==> src/rtl/lsu_mem_unit_if.sv <==
// Data-bus interface between the load/store unit and memory.
// Request/grant/rvalid handshake with word-aligned address and byte enables.
//   req    : access request, held stable until gnt
//   we     : 1 = write
//   addr   : word-aligned byte address
//   be     : byte enables
//   wdata  : lane-steered write data
//   gnt    : request accepted (write complete / read address taken)
//   rvalid : read data valid
//   rdata  : read data word
interface lsu_mem_unit_if;
  logic        req;
  logic        we;
  logic [31:0] addr;
  logic [3:0]  be;
  logic [31:0] wdata;
  logic        gnt;
  logic        rvalid;
  logic [31:0] rdata;

  modport master (output req, we, addr, be, wdata, input gnt, rvalid, rdata);
  modport slave  (input req, we, addr, be, wdata, output gnt, rvalid, rdata);
endinterface

==> src/rtl/lsu_mem_unit.sv <==
// Load/store unit sitting after the single-cycle datapath.
// Takes the ALU result as effective address, steers store data onto byte
// lanes, formats load data (sign/zero extension), detects misaligned or
// illegal accesses, and stalls the core while the bus access is in flight.
// A bus access that does not complete within TIMEOUT cycles is aborted and
// reported with a one-cycle BusError pulse.
// Ports:
//   clk, reset        : clock (rising edge), asynchronous active-low reset
//   MemRead, MemWrite : load / store strobes of the current instruction
//   funct3            : access size/sign (B, H, W, BU, HU)
//   ALUResult         : effective byte address
//   WriteData         : store data
//   ReadData          : formatted load result (valid in the retiring cycle)
//   Stall             : hold PC and register file
//   MisalignedFault   : misaligned access or illegal funct3, no bus access
//   BusError          : one-cycle pulse on bus timeout
//   bus               : data-bus master port
module lsu_mem_unit #(
  parameter int unsigned TIMEOUT = 16,
  parameter int unsigned CNT_W   = 5
) (
  input  logic                 clk,
  input  logic                 reset,
  input  logic                 MemRead,
  input  logic                 MemWrite,
  input  logic [2:0]           funct3,
  input  logic [31:0]          ALUResult,
  input  logic [31:0]          WriteData,
  output logic [31:0]          ReadData,
  output logic                 Stall,
  output logic                 MisalignedFault,
  output logic                 BusError,
  lsu_mem_unit_if.master       bus
);

  typedef enum logic [1:0] {
    S_IDLE,
    S_REQ,
    S_WAIT_R,
    S_DONE
  } state_t;

  localparam logic [CNT_W-1:0] CNT_LAST = CNT_W'(TIMEOUT - 1);

  state_t           state_q, state_d;
  logic [CNT_W-1:0] cnt_q, cnt_d;
  logic [31:0]      addr_q, addr_d;
  logic [1:0]       off_q, off_d;
  logic [3:0]       be_q, be_d;
  logic [31:0]      wdata_q, wdata_d;
  logic             we_q, we_d;
  logic [2:0]       f3_q, f3_d;
  logic [31:0]      rdata_q, rdata_d;
  logic             err_q, err_d;

  logic             access, fault, illegal_f3, misaligned;
  logic             stall_c, fault_c;
  logic [3:0]       st_be;
  logic [31:0]      st_wdata;
  logic [31:0]      shifted;
  logic [15:0]      sel_h;
  logic [31:0]      fmt;

  // Access classification
  always_comb begin
    access     = MemRead | MemWrite;
    illegal_f3 = (funct3 == 3'b011) | (funct3 == 3'b110) | (funct3 == 3'b111);
    misaligned = ((funct3[1:0] == 2'b01) & ALUResult[0]) |
                 ((funct3[1:0] == 2'b10) & (ALUResult[1:0] != 2'b00));
    fault      = illegal_f3 | misaligned | (MemRead & MemWrite);
  end

  // Store lane steering
  always_comb begin
    st_be    = 4'b1111;
    st_wdata = WriteData;
    case (funct3[1:0])
      2'b00: begin
        st_be    = 4'b0001 << ALUResult[1:0];
        st_wdata = {4{WriteData[7:0]}};
      end
      2'b01: begin
        st_be    = ALUResult[1] ? 4'b1100 : 4'b0011;
        st_wdata = {2{WriteData[15:0]}};
      end
      default: ;
    endcase
  end

  // Load formatting from the captured word and latched byte offset
  always_comb begin
    shifted = rdata_q >> {off_q, 3'b000};
    sel_h   = off_q[1] ? rdata_q[31:16] : rdata_q[15:0];
    case (f3_q)
      3'b000:  fmt = {{24{shifted[7]}}, shifted[7:0]};
      3'b100:  fmt = {24'b0, shifted[7:0]};
      3'b001:  fmt = {{16{sel_h[15]}}, sel_h};
      3'b101:  fmt = {16'b0, sel_h};
      default: fmt = rdata_q;
    endcase
  end

  // Next-state and control
  always_comb begin
    state_d = state_q;
    cnt_d   = cnt_q;
    addr_d  = addr_q;
    off_d   = off_q;
    be_d    = be_q;
    wdata_d = wdata_q;
    we_d    = we_q;
    f3_d    = f3_q;
    rdata_d = rdata_q;
    err_d   = err_q;
    stall_c = 1'b0;
    fault_c = 1'b0;

    unique case (state_q)
      S_IDLE: begin
        if (access) begin
          if (fault) begin
            fault_c = 1'b1;
          end else begin
            stall_c = 1'b1;
            state_d = S_REQ;
            cnt_d   = '0;
            addr_d  = {ALUResult[31:2], 2'b00};
            off_d   = ALUResult[1:0];
            be_d    = MemWrite ? st_be : 4'b1111;
            wdata_d = MemWrite ? st_wdata : '0;
            we_d    = MemWrite;
            f3_d    = funct3;
            rdata_d = '0;
            err_d   = 1'b0;
          end
        end
      end
      S_REQ: begin
        stall_c = 1'b1;
        cnt_d   = cnt_q + 1'b1;
        if (bus.gnt && we_q) begin
          state_d = S_DONE;
        end else if (bus.gnt && bus.rvalid) begin
          rdata_d = bus.rdata;
          state_d = S_DONE;
        end else if (cnt_q == CNT_LAST) begin
          // A read grant without data in the last cycle still times out.
          err_d   = 1'b1;
          state_d = S_DONE;
        end else if (bus.gnt) begin
          state_d = S_WAIT_R;
        end
      end
      S_WAIT_R: begin
        stall_c = 1'b1;
        cnt_d   = cnt_q + 1'b1;
        if (bus.rvalid) begin
          rdata_d = bus.rdata;
          state_d = S_DONE;
        end else if (cnt_q == CNT_LAST) begin
          err_d   = 1'b1;
          state_d = S_DONE;
        end
      end
      S_DONE: begin
        state_d = S_IDLE;
      end
      default: state_d = S_IDLE;
    endcase
  end

  always_ff @(posedge clk or negedge reset) begin
    if (!reset) begin
      state_q <= S_IDLE;
      cnt_q   <= '0;
      addr_q  <= '0;
      off_q   <= '0;
      be_q    <= '0;
      wdata_q <= '0;
      we_q    <= 1'b0;
      f3_q    <= '0;
      rdata_q <= '0;
      err_q   <= 1'b0;
    end else begin
      state_q <= state_d;
      cnt_q   <= cnt_d;
      addr_q  <= addr_d;
      off_q   <= off_d;
      be_q    <= be_d;
      wdata_q <= wdata_d;
      we_q    <= we_d;
      f3_q    <= f3_d;
      rdata_q <= rdata_d;
      err_q   <= err_d;
    end
  end

  // IDLE-state outputs depend on live inputs, so gate them with reset to
  // keep every output at 0 while reset is held.
  assign Stall           = stall_c & reset;
  assign MisalignedFault = fault_c & reset;
  assign BusError        = (state_q == S_DONE) & err_q;
  assign ReadData        = ((state_q == S_DONE) && !err_q) ? fmt : '0;

  assign bus.req   = (state_q == S_REQ);
  assign bus.we    = we_q;
  assign bus.addr  = addr_q;
  assign bus.be    = be_q;
  assign bus.wdata = wdata_q;

endmodule

==> src/flat_wrapper.sv <==
// flat-port wrapper written by rule: the top's interface ports become plain ports
module lsu_mem_unit_flat 
#(
  parameter int unsigned TIMEOUT = 16,
  parameter int unsigned CNT_W   = 5
)
  (clk, reset, MemRead, MemWrite, funct3, ALUResult, WriteData, ReadData, Stall, MisalignedFault, BusError, bus_req, bus_we, bus_addr, bus_be, bus_wdata, bus_gnt, bus_rvalid, bus_rdata);
  lsu_mem_unit_if bus_i ();
  input  logic clk;
  input  logic reset;
  input  logic MemRead;
  input  logic MemWrite;
  input  logic [2:0] funct3;
  input  logic [31:0] ALUResult;
  input  logic [31:0] WriteData;
  output logic [31:0] ReadData;
  output logic Stall;
  output logic MisalignedFault;
  output logic BusError;
  output wire logic [$bits(bus_i.req)-1:0] bus_req;
  output wire logic [$bits(bus_i.we)-1:0] bus_we;
  output wire logic [$bits(bus_i.addr)-1:0] bus_addr;
  output wire logic [$bits(bus_i.be)-1:0] bus_be;
  output wire logic [$bits(bus_i.wdata)-1:0] bus_wdata;
  input wire logic [$bits(bus_i.gnt)-1:0] bus_gnt;
  input wire logic [$bits(bus_i.rvalid)-1:0] bus_rvalid;
  input wire logic [$bits(bus_i.rdata)-1:0] bus_rdata;
  assign bus_req = bus_i.req;
  assign bus_we = bus_i.we;
  assign bus_addr = bus_i.addr;
  assign bus_be = bus_i.be;
  assign bus_wdata = bus_i.wdata;
  assign bus_i.gnt = bus_gnt;
  assign bus_i.rvalid = bus_rvalid;
  assign bus_i.rdata = bus_rdata;
  lsu_mem_unit #(.TIMEOUT(TIMEOUT), .CNT_W(CNT_W)) u_core (.clk(clk), .reset(reset), .MemRead(MemRead), .MemWrite(MemWrite), .funct3(funct3), .ALUResult(ALUResult), .WriteData(WriteData), .ReadData(ReadData), .Stall(Stall), .MisalignedFault(MisalignedFault), .BusError(BusError), .bus(bus_i));
endmodule
==> config.mk <==
export PLATFORM = sky130hd
export DESIGN_NAME = lsu_mem_unit_flat
export DESIGN_NICKNAME = d
export VERILOG_FILES = /design/src/rtl/lsu_mem_unit_if.sv /design/src/rtl/lsu_mem_unit.sv /design/src/flat_wrapper.sv
export SDC_FILE = /design/constraint.sdc
export NUM_CORES = 1
export LEC_CHECK = 0
export ABC_AREA = 1
export CAP_MARGIN = 20
export CORE_ASPECT_RATIO = 0.6
export CORE_MARGIN = 2
export CORE_UTILIZATION = 50
export DETAILED_ROUTE_END_ITERATION = 10
export DONT_BUFFER_PORTS = 1
export GPL_ROUTABILITY_DRIVEN = 0
export PLACE_DENSITY = 0.7
export SLEW_MARGIN = 15
export SYNTH_ARGS = -nofsm -noshare
export SYNTH_HDL_FRONTEND = slang
export SYNTH_SLANG_ARGS = --single-unit
==> constraint.sdc <==
create_clock -name clk -period 2.4 [get_ports clk]
set_input_delay 0.48 -clock clk [delete_from_list [all_inputs] [get_ports clk]]
set_output_delay 0.48 -clock clk [all_outputs]
set_load 0.02 [all_outputs]
After elaboration in Yosys (flattened, before gate mapping)

Cells that the tools add are included.

Add/sub/neg operators: 1
Eq/ne operators: 21
Shift-type cells: 2
Mux-type cells: 39
Bitwise gates (word level): 13
Reduce and logical (&&, ||, !) cells: 16

Operator list:

| operator            | number |
|---|---|
| $mux 32             | 7 |
| $pmux 32 s4         | 1 |
| $pmux 32 s3         | 1 |
| $pmux 32 s2         | 1 |
| $shr 32x5->8        | 1 |
| $mux 16             | 1 |
| $mux 2              | 8 |
| $eq 3x3->1 const B  | 4 |
| $reduce_and 6->1    | 2 |
| $mux 1              | 11 |
| $mux 5              | 2 |
| $ne 2x2->1 const B  | 5 |
| $pmux 5 s2          | 1 |
| $mux 4              | 2 |
| $pmux 2 s4          | 1 |
| $pmux 4 s2          | 1 |
| $and 1x1->1         | 6 |
| $eq 2x2->1 const B  | 3 |
| $or 1x1->1          | 6 |
| $reduce_and 3->1    | 2 |
| $add 5x1->5 const B | 1 |
| $eq 5x4->1 const B  | 1 |
| $ne 5x1->1 const B  | 1 |
| $eq 2x1->1 const B  | 2 |
| other kinds (16)    | 21 |

Register bits: 112
Output and inout port bits: 105

Longest topological paths before layout

Gate-level depths: netlist (run 1).

Depth after elaboration: 9
Mapped depth: 10
Mapped depth without buffers: 10

Worst setup path before layout (run 1)

No wires, ideal clock.

Path type: flip-flop to output port
From: register u_core.state_q[0]
To: output port ReadData[0]
Arrival time: 1.663 ns
Required time: 1.920 ns
Setup slack: 0.257 ns
Stages on the path, launching flop included: 7
Buffers on the path: 1
Path through: dfrtp_1 -> ha_1 -> nand2_1 -> inv_1 -> clkbuf_1 -> o21ai_0 -> nor3_1

Cells in the longest elaborated chain, start to end: 3

RTL lines:

| item                   | RTL line            | text |
|---|---|---|
| from (decl)            | lsu_mem_unit.sv:45  | `state_t state_q, state_d;` |
| from (signal assigned) | lsu_mem_unit.sv:185 | `state_q <= state_d;` |
| $eq 2x2->1             | lsu_mem_unit.sv:203 | `assign ReadData = ((state_q == S_DONE) && !err_q) ? fmt : '0;` |
| $logic_and 1x1->1      | lsu_mem_unit.sv:203 |  |
| $mux 32                | lsu_mem_unit.sv:203 |  |
| to (decl)              | flat_wrapper.sv:16  | `output logic [31:0] ReadData;` |

Every way passes these cells.

Worst setup path after layout (run 1)

From: register u_core.state_q[0]
To: output port ReadData[31]

The elaborated chain is that of the path after synthesis.

==> results.txt, run 1 <==
- For this design the static power due to leakage is around 0.0039 uW.
* Met2 WL post-DR: 6870 um
- Counting every instance in the synthesized netlist gives 880.
- Among all flip-flop cells after synthesis, the most frequent one is sky130_fd_sc_hd__dfrtp_1.
* Port-buffer cells: 0
- Post-layout power: ~9700 uW
- The post-synthesis compound-gate area fraction is 0.0485.
* Most area-consuming cells after synthesis: sky130_fd_sc_hd__dfrtp_1, sky130_fd_sc_hd__nand2_1, sky130_fd_sc_hd__nor2_1, sky130_fd_sc_hd__inv_1, sky130_fd_sc_hd__nand3_1
* VDD IR-drop max: 0.000559 V
- Total gr overflow: 0
- Total Routing Usage GR: 0.260
* Final-stage net count: 1000
- Number of synthesized flops with an enable pin: 0
* Period utilisation layout: 0.956
- Multiplexer share of the synthesized area: 0.00322
* Worst EP required: 1920 ps
- DIE AREA: 13400 um^2
- Dividing the detail-routed via count by the number of cells gives 5.30.
* Uppermost layer routed: met4
- Y dimension of the die: 90.4 um
- Counting the fill cells in the layout gives about 1200.
- Setup violations remaining at the end of the flow were counted as 0.
- Power density cells: 1420 nW/um^2
* Total setup buffers inserted after CTS: 0
* Worst R2R End: u_core.rdata_q[9]
- Ratio of cells with drive above 1 in the final layout: 0.115
- Final min period: 2290 ps
- The flow ran to the end, but the final reports show violations.
- The core region is 12100 um^2.
* Adder and majority cell fraction of the synthesized area: 0.0141
- The final count of pins violating max slew is 0.
- Initial antenna violation count: 0
* DRT iter0 DRCs: 490
- Starting density of the core: 0.513
* Final cell utilization of the core: 0.565
- During I/O placement, the number of pins put on the boundary was 210.
- The floorplan has 31 rows.
- Startpoint type of the worst setup path: flip-flop
- R2R depth: 9
- CP endpoint kind: output port
* Commonest cells post-synth: sky130_fd_sc_hd__nand2_1, sky130_fd_sc_hd__dfrtp_1, sky130_fd_sc_hd__nor2_1, sky130_fd_sc_hd__inv_1, sky130_fd_sc_hd__nand3_1
- Wire length per cell after detailed routing: between 15 and 20 um
- Clk_lat worst skew: 350 ps
- The first detailed-routing pass took 5 iterations.
- Area Growth Syn to Fin: 10.1%
- For this block, wires on met1 add up to roughly 8400 um.
- Number of remaining DRC errors: 0
- Tracing the worst setup path back leads to its startpoint at u_core.state_q[0].
- The tree is rooted in a sky130_fd_sc_hd__clkbuf_16.
- TritonCTS built the clock tree.
* Flop and latch count out of synthesis: ~110
- The HPWL after detailed placement is 12700 um.
* Number of buffers added by the clock tree synthesis step: 9
- N_diodes: 0
- Yosys warnings: 0
* Setup slack on the worst flop-to-flop path: about 340 ps
* Cell area after synthesis: 6210 um^2
* Launch point of the worst reg-to-reg path: u_core.state_q[1]
- By area, the combinational part of the netlist is dominated by simple AND/OR/NAND/NOR gates.
- The first global-routing pass estimated 27500 um of wire.
- Max frequency: 436 MHz
- The checks that failed: negative hold slack.
- Fraction of synthesized cell area in xor and xnor cells: 0.00282
- Along the worst path, the maximum fanout reaches 16.
- For this run, the register share of the synthesized area comes to 0.451.
- Distinct cells, synth: 32
- In the post-synthesis netlist, the cell with the most instances is sky130_fd_sc_hd__nand2_1.
* Pin count of the biggest net entering global routing: between 100 and 150
- After detailed routing, the met3 layer carries slightly above 2000 um of wire.
- Of the total synthesized cell area, the portion taken by AND, OR, NAND and NOR gates is 0.394.
- The final route contains roughly 5600 vias.
- Critical path arrival: 1810 ps
- Vias in the first global route: 5090
* Type of the tightest min-delay check: input port to asynchronous set/reset pin
* Area share of the largest cell type after synthesis: 0.451
* Post-detailed-route count of antenna-violating nets: 0
* Library cell occupying the most area in the post-synthesis netlist: sky130_fd_sc_hd__dfrtp_1
- Post-Route WL: 17600 um
* Clock transition at the registers of the reported paths: 80 ps
* Level count of the clock H-tree: 3
- Max Cap Viol: 0
- Final number of hold-violating endpoints: 112
- For the final database, setup skew stands at roughly 9.2 ps.
- Overall die width: 148 um
- The average instance in the mapped netlist occupies 7.06 um^2.
* Critical path type: flip-flop to output port
- Hold timing on the final database bottoms out at a slack of -185 ps.
* Share of async-settable or async-resettable flops after synthesis: 1.00
* Clk sink count: 112
* Largest buffer count on any clock path: 2
placed cells by master (no fill, tap or decap), types with 9 or more instances in the layout:
master and instances:
sky130_fd_sc_hd__a21oi_1 15, sky130_fd_sc_hd__buf_4 43, sky130_fd_sc_hd__clkbuf_16 9, sky130_fd_sc_hd__dfrtp_1 107
sky130_fd_sc_hd__inv_1 62, sky130_fd_sc_hd__nand2_1 364, sky130_fd_sc_hd__nand3_1 44, sky130_fd_sc_hd__nand4_1 33
sky130_fd_sc_hd__nor2_1 95, sky130_fd_sc_hd__nor3_1 17, sky130_fd_sc_hd__o21ai_0 23, sky130_fd_sc_hd__o21ai_1 13
sky130_fd_sc_hd__or2_2 12
state kept, by name, summed over array words and instances (netlist names), 2 cells and up:
name	count
u_core.rdata_q	32
u_core.state_q	2
u_core.bus.addr	30
u_core.f3_q	3
u_core.bus.be	4
u_core.bus.wdata	32
u_core.off_q	2
u_core.cnt_q	5
cell families after synthesis:
kind of cell             after synthesis
buffers and inverters                118
XOR/XNOR                               2
multiplexers                           2
flip-flops                           112
adder cells (fa/ha/maj)                7
other                                  1
AO/OA/AOI/OAI                         56
AND/OR/NAND/NOR                      582
where the power goes:
group          switching [uW]  leakage (uW)  internal (uW)  total, uW
clock network             731      0.000148            758       1490
logic                    2730       0.00232           1400       4120
registers                1410       0.00143           2690       4100
cell type report:
cell class | count | area [um^2] | area share
Timing Repair inverter | 1 | 7.51 | 0.00110
Inverter | 68 | 258 | 0.0377
Tap cell | 165 | 206 | 0.0302
Sequential cell | 112 | 2810 | 0.410
Timing Repair Buffer | 45 | 354 | 0.0517
Multi-Input combinational cell | 651 | 2910 | 0.425
Clock buffer | 10 | 239 | 0.0349
Clock inverter | 6 | 58.8 | 0.00859
worst max path at each step:
stage / end / slack, ps / cells after the start
after global placement: ReadData[19] / 300 / 6
after global routing: ReadData[31] / -10 / 9
final: ReadData[31] / 110 / 6
after detailed placement: ReadData[25] / 230 / 6
after CTS: ReadData[4] / 40 / 6
after floorplan: ReadData[0] / 260 / 6
layer usage:
metal | vias up | track usage
li1 | 2763 | -
met1 | 2560 | 0.402
met2 | 271 | 0.351
met3 | 17 | 0.0934
met4 | 0 | 0.0460
met5 | - | 0
timing repair:
action                     CTS  global route
gates cloned                 0             1
resized for setup            6             9
hold endpoints to repair   112           112
setup endpoints to repair   24            23
critical path, cell delays in order, from the launching register on:
cell and delay [ps]:
sky130_fd_sc_hd__dfrtp_2 450, sky130_fd_sc_hd__ha_1 250, sky130_fd_sc_hd__nand2_4 150, sky130_fd_sc_hd__clkinvlp_4 210, sky130_fd_sc_hd__nand2_8 190, sky130_fd_sc_hd__nor2_1 60
sky130_fd_sc_hd__buf_4 150
stage by stage:
| step | setup TNS, ps | cells | area (um^2) | setup WS (ps) |
|---|---|---|---|---|
| 6_report | 0 | 1058 | 6840 | 106 |
| 2_1_floorplan | 0 | 881 | 6220 | 257 |
| 5_1_grt | -11.1 | 1058 | 6840 | -11.1 |
| 3_5_place_dp | 0 | 1041 | 6500 | 231 |
| 4_1_cts | 0 | 1057 | 6810 | 35.1 |
| 3_3_place_gp | 0 | 1041 | 6500 | 304 |
Power figures use the tool's default switching activity.
==> inputs of run 2 (changes only) <==
--- a/config.mk
+++ b/config.mk
@@ -12,7 +12,6 @@
 export CORE_UTILIZATION = 50
 export DETAILED_ROUTE_END_ITERATION = 10
 export DONT_BUFFER_PORTS = 1
-export GPL_ROUTABILITY_DRIVEN = 0
 export PLACE_DENSITY = 0.7
 export SLEW_MARGIN = 15
 export SYNTH_ARGS = -nofsm -noshare
==> results of run 2 <==
The final DEF is identical to that of run 1; final timing and power are the same.
==> inputs of run 3 (changes only) <==
--- a/config.mk
+++ b/config.mk
@@ -9,10 +9,9 @@
 export CAP_MARGIN = 20
 export CORE_ASPECT_RATIO = 0.6
 export CORE_MARGIN = 2
-export CORE_UTILIZATION = 50
+export CORE_UTILIZATION = 46
 export DETAILED_ROUTE_END_ITERATION = 10
-export DONT_BUFFER_PORTS = 1
-export PLACE_DENSITY = 0.7
+export PLACE_DENSITY = 0.86
 export SLEW_MARGIN = 15
 export SYNTH_ARGS = -nofsm -noshare
 export SYNTH_HDL_FRONTEND = slang
==> run 3 against run 2 <==
Against the previous run: the flow now finishes without violations; critical path depth fell by 2; first-iteration DRC count up 6.7%; core utilization grew 11 points; fmax is 2.3% lower; power increased by 15%; largest cell class unchanged.
==> results.txt, run 3 (synthesis gave the netlist of run 1 again) <==
- The run finished with clean final reports.
- The initial core utilization came to 0.477 (-0.0359).
- The number of cells after detailed placement is 1259 (+21%).
- The die boundary width came to 154 um (+4.1%).
- The insertion delay to the later sink of the worst-skew pair came to 350 ps (about the same).
- Most common library cell in the layout ignoring fill and taps: sky130_fd_sc_hd__nand2_1
- Setup repair after global routing left no endpoint under its margin.
* Type of the tightest min-delay check: input port to asynchronous set/reset pin
- Final-stage net count: 1212 (+21%)
- The root buffer cell chosen for the clock tree is sky130_fd_sc_hd__clkbuf_16.
- The instance area at placement came to 8670 um^2 (+33%).
- Startpoint type of the worst setup path: flip-flop
- The routed wire length was 19600 um (+11%).
- The arrival time at the worst endpoint came to 1870 ps (+60 ps).
* Worst EP required: 1920 ps (about the same)
* DIE AREA: 14500 um^2 (+8.4%)
- The maximum vdd ir drop came to 0.000630 V (+13%).
- TritonCTS built the clock tree.
* Detail-routed via count per cell: 5.08 (-4.1%)
- Actual transition at the worst max-transition pin: 962 ps
- Largest buffer count on any clock path: 2 (unchanged)
- Number of iterations in the first detailed-routing pass: 6 (+1)
- The worst setup path is captured at an output port.
- Critical path type: flip-flop to output port
* Power density cells: 1270 nW/um^2 (-11%)
- The time the worst path needs with I/O delays and setup was 2350 ps (+53.3 ps).
- The routed wire length per instance came to 15.3 um (-7.6%).
- DP HPWL: 14400 um (+14%)
- Placeable Area: 13000 um^2 (+7.5%)
- Most frequent cells in the layout: sky130_fd_sc_hd__nand2_1, sky130_fd_sc_hd__clkdlybuf4s50_1, sky130_fd_sc_hd__dfrtp_1
- Layout Cell Area excl Fill: 8830 um^2 (+29%)
- The number of I/O port buffers is 207 (+207).
- Static leakage: 0.00474 uW (+22%)
* Period utilisation layout: 0.978 (+0.0222)
* Routability congestion estimate: 0.939
- Final setup violation count: 0 (unchanged)
- Maximum fanout along the worst path: 5 (-11)
- Final number of hold-violating endpoints: 0 (-100%)
* Total Routing Usage GR: 0.278 (+0.0177)
* Max frequency: 426 MHz (-2.3%)
- Final cell utilization of the core: 0.678 (+0.113)
- The number of vias in the routed layout is 6483 (+16%).
- The number of clock sinks is 112 (unchanged).
* Largest clock skew in the final design: 11.7 ps (+2.47 ps)
- Total setup buffers inserted after CTS: 0 (unchanged)
- The leftover overflow at the end of global routing came to 0 (unchanged).
- Measured against its own limit, the worst slew margin works out to 0.358.
- Max Cap Viol: 0 (unchanged)
* First-pass GRT wire length: 31700 um (+15%)
* Pin count of the biggest net entering global routing: 79 (-31%)
* Setup TNS after final layout: 0 ps (unchanged)
- The number of top-level design ports was 210 (unchanged).
- N_diodes: 0 (unchanged)
* Area Growth Syn to Fin: 42.1%
- Site Rows: 32 (+3.2%)
- DRT iter0 DRCs: 523 (+6.7%)
- Initial antenna violation count: 0 (unchanged)
- Post-detailed-route count of antenna-violating nets: 0 (unchanged)
* Y dimension of the die: 94.0 um (+4.1%)
* Vias in the first global route: 6265 (+23%)
- The share of layout cells above drive strength 1 is 0.116 (+0.000496).
- Clock transition at the registers of the reported paths: 70 ps (about the same)
* Non-filler cells in the finished layout: 1275 (+21%)
- Level count of the clock H-tree: 3 (unchanged)
- Number of remaining DRC errors: 0 (unchanged)
- Number of buffers added by the clock tree synthesis step: 9 (unchanged)
* Final Slew Violations: 0 (unchanged)
* Post-layout power: 11200 uW (+15%)
## run 3: changes by cell type in the layout (fill, tap and decap cells not counted), moves of 2 or more
cell	before	now
sky130_fd_sc_hd__clkdlybuf4s15_1	0	7
sky130_fd_sc_hd__buf_12	1	5
sky130_fd_sc_hd__dlygate4sd1_1	0	2
sky130_fd_sc_hd__nand2_2	5	7
sky130_fd_sc_hd__dfrtp_1	107	111
sky130_fd_sc_hd__dfrtp_2	5	1
sky130_fd_sc_hd__buf_4	43	47
sky130_fd_sc_hd__clkbuf_1	0	2
sky130_fd_sc_hd__clkdlybuf4s50_1	0	172
sky130_fd_sc_hd__clkbuf_2	0	24
## run 3: area by class of cell
type | instances | area, um^2
fillers | 1105 | 4180
multi-input cells | 651 | 2890
flip-flops and latches | 112 | 2800
repair buffers | 258 | 2390
inverters | 68 | 255
clock buffers | 11 | 233
well taps | 170 | 213
clock inverters | 5 | 38.8
## run 3: critical path, cell delays in order (launching register included)
cell and delay (ps):
sky130_fd_sc_hd__dfrtp_1 380, sky130_fd_sc_hd__buf_4 160, sky130_fd_sc_hd__inv_1 80, sky130_fd_sc_hd__ha_1 240
sky130_fd_sc_hd__clkdlybuf4s50_1 660
## run 3: repair_timing
item / 4_1_cts / 5_1_grt
endpoints found under the setup margin: 34 / 34
cloned: 0 / 0
resized for setup: 42 / 61
hold buffers: 0 / 0
## run 3: path summary, 6_finish.rpt
check | end | depth (start not counted) | slack (ps) | startpoint
worst max-delay path | bus_req | 4 | 50 | u_core.state_q[1]
min in group clk | u_core.bus.wdata[3] | 2 | 470 | u_core.bus.wdata[3]
worst min-delay path | u_core.rdata_q[28] | 2 | 190 | reset
worst min register to register | u_core.bus.wdata[3] | 2 | 470 | u_core.bus.wdata[3]
worst max register to register | u_core.bus.addr[4] | 7 | 470 | u_core.state_q[0]
max in group asynchronous | u_core.bus.addr[31] | 3 | 840 | reset
## run 3: metrics by stage
stage,hold WS [ps],setup WS [ps]
detailed placement,459,-280
finish,193,52.9
CTS,208,0.229
floorplan,184,257
global route,240,0.125
global placement,456,-251
## run 3: report_power, final
part / internal, uW / total, uW / switching (uW) / leakage [uW]
Sequential: 2690 / 3290 / 597 / 0.00143
Clock: 717 / 1430 / 717 / 0.000131
Combinational: 2610 / 6450 / 3850 / 0.00317
## run 3: metal layers
layer,routed length (um),track usage
met1,9330,0.417
met2,8060,0.411
met3,2030,0.0687
met4,140,0.0491
met5,0,0
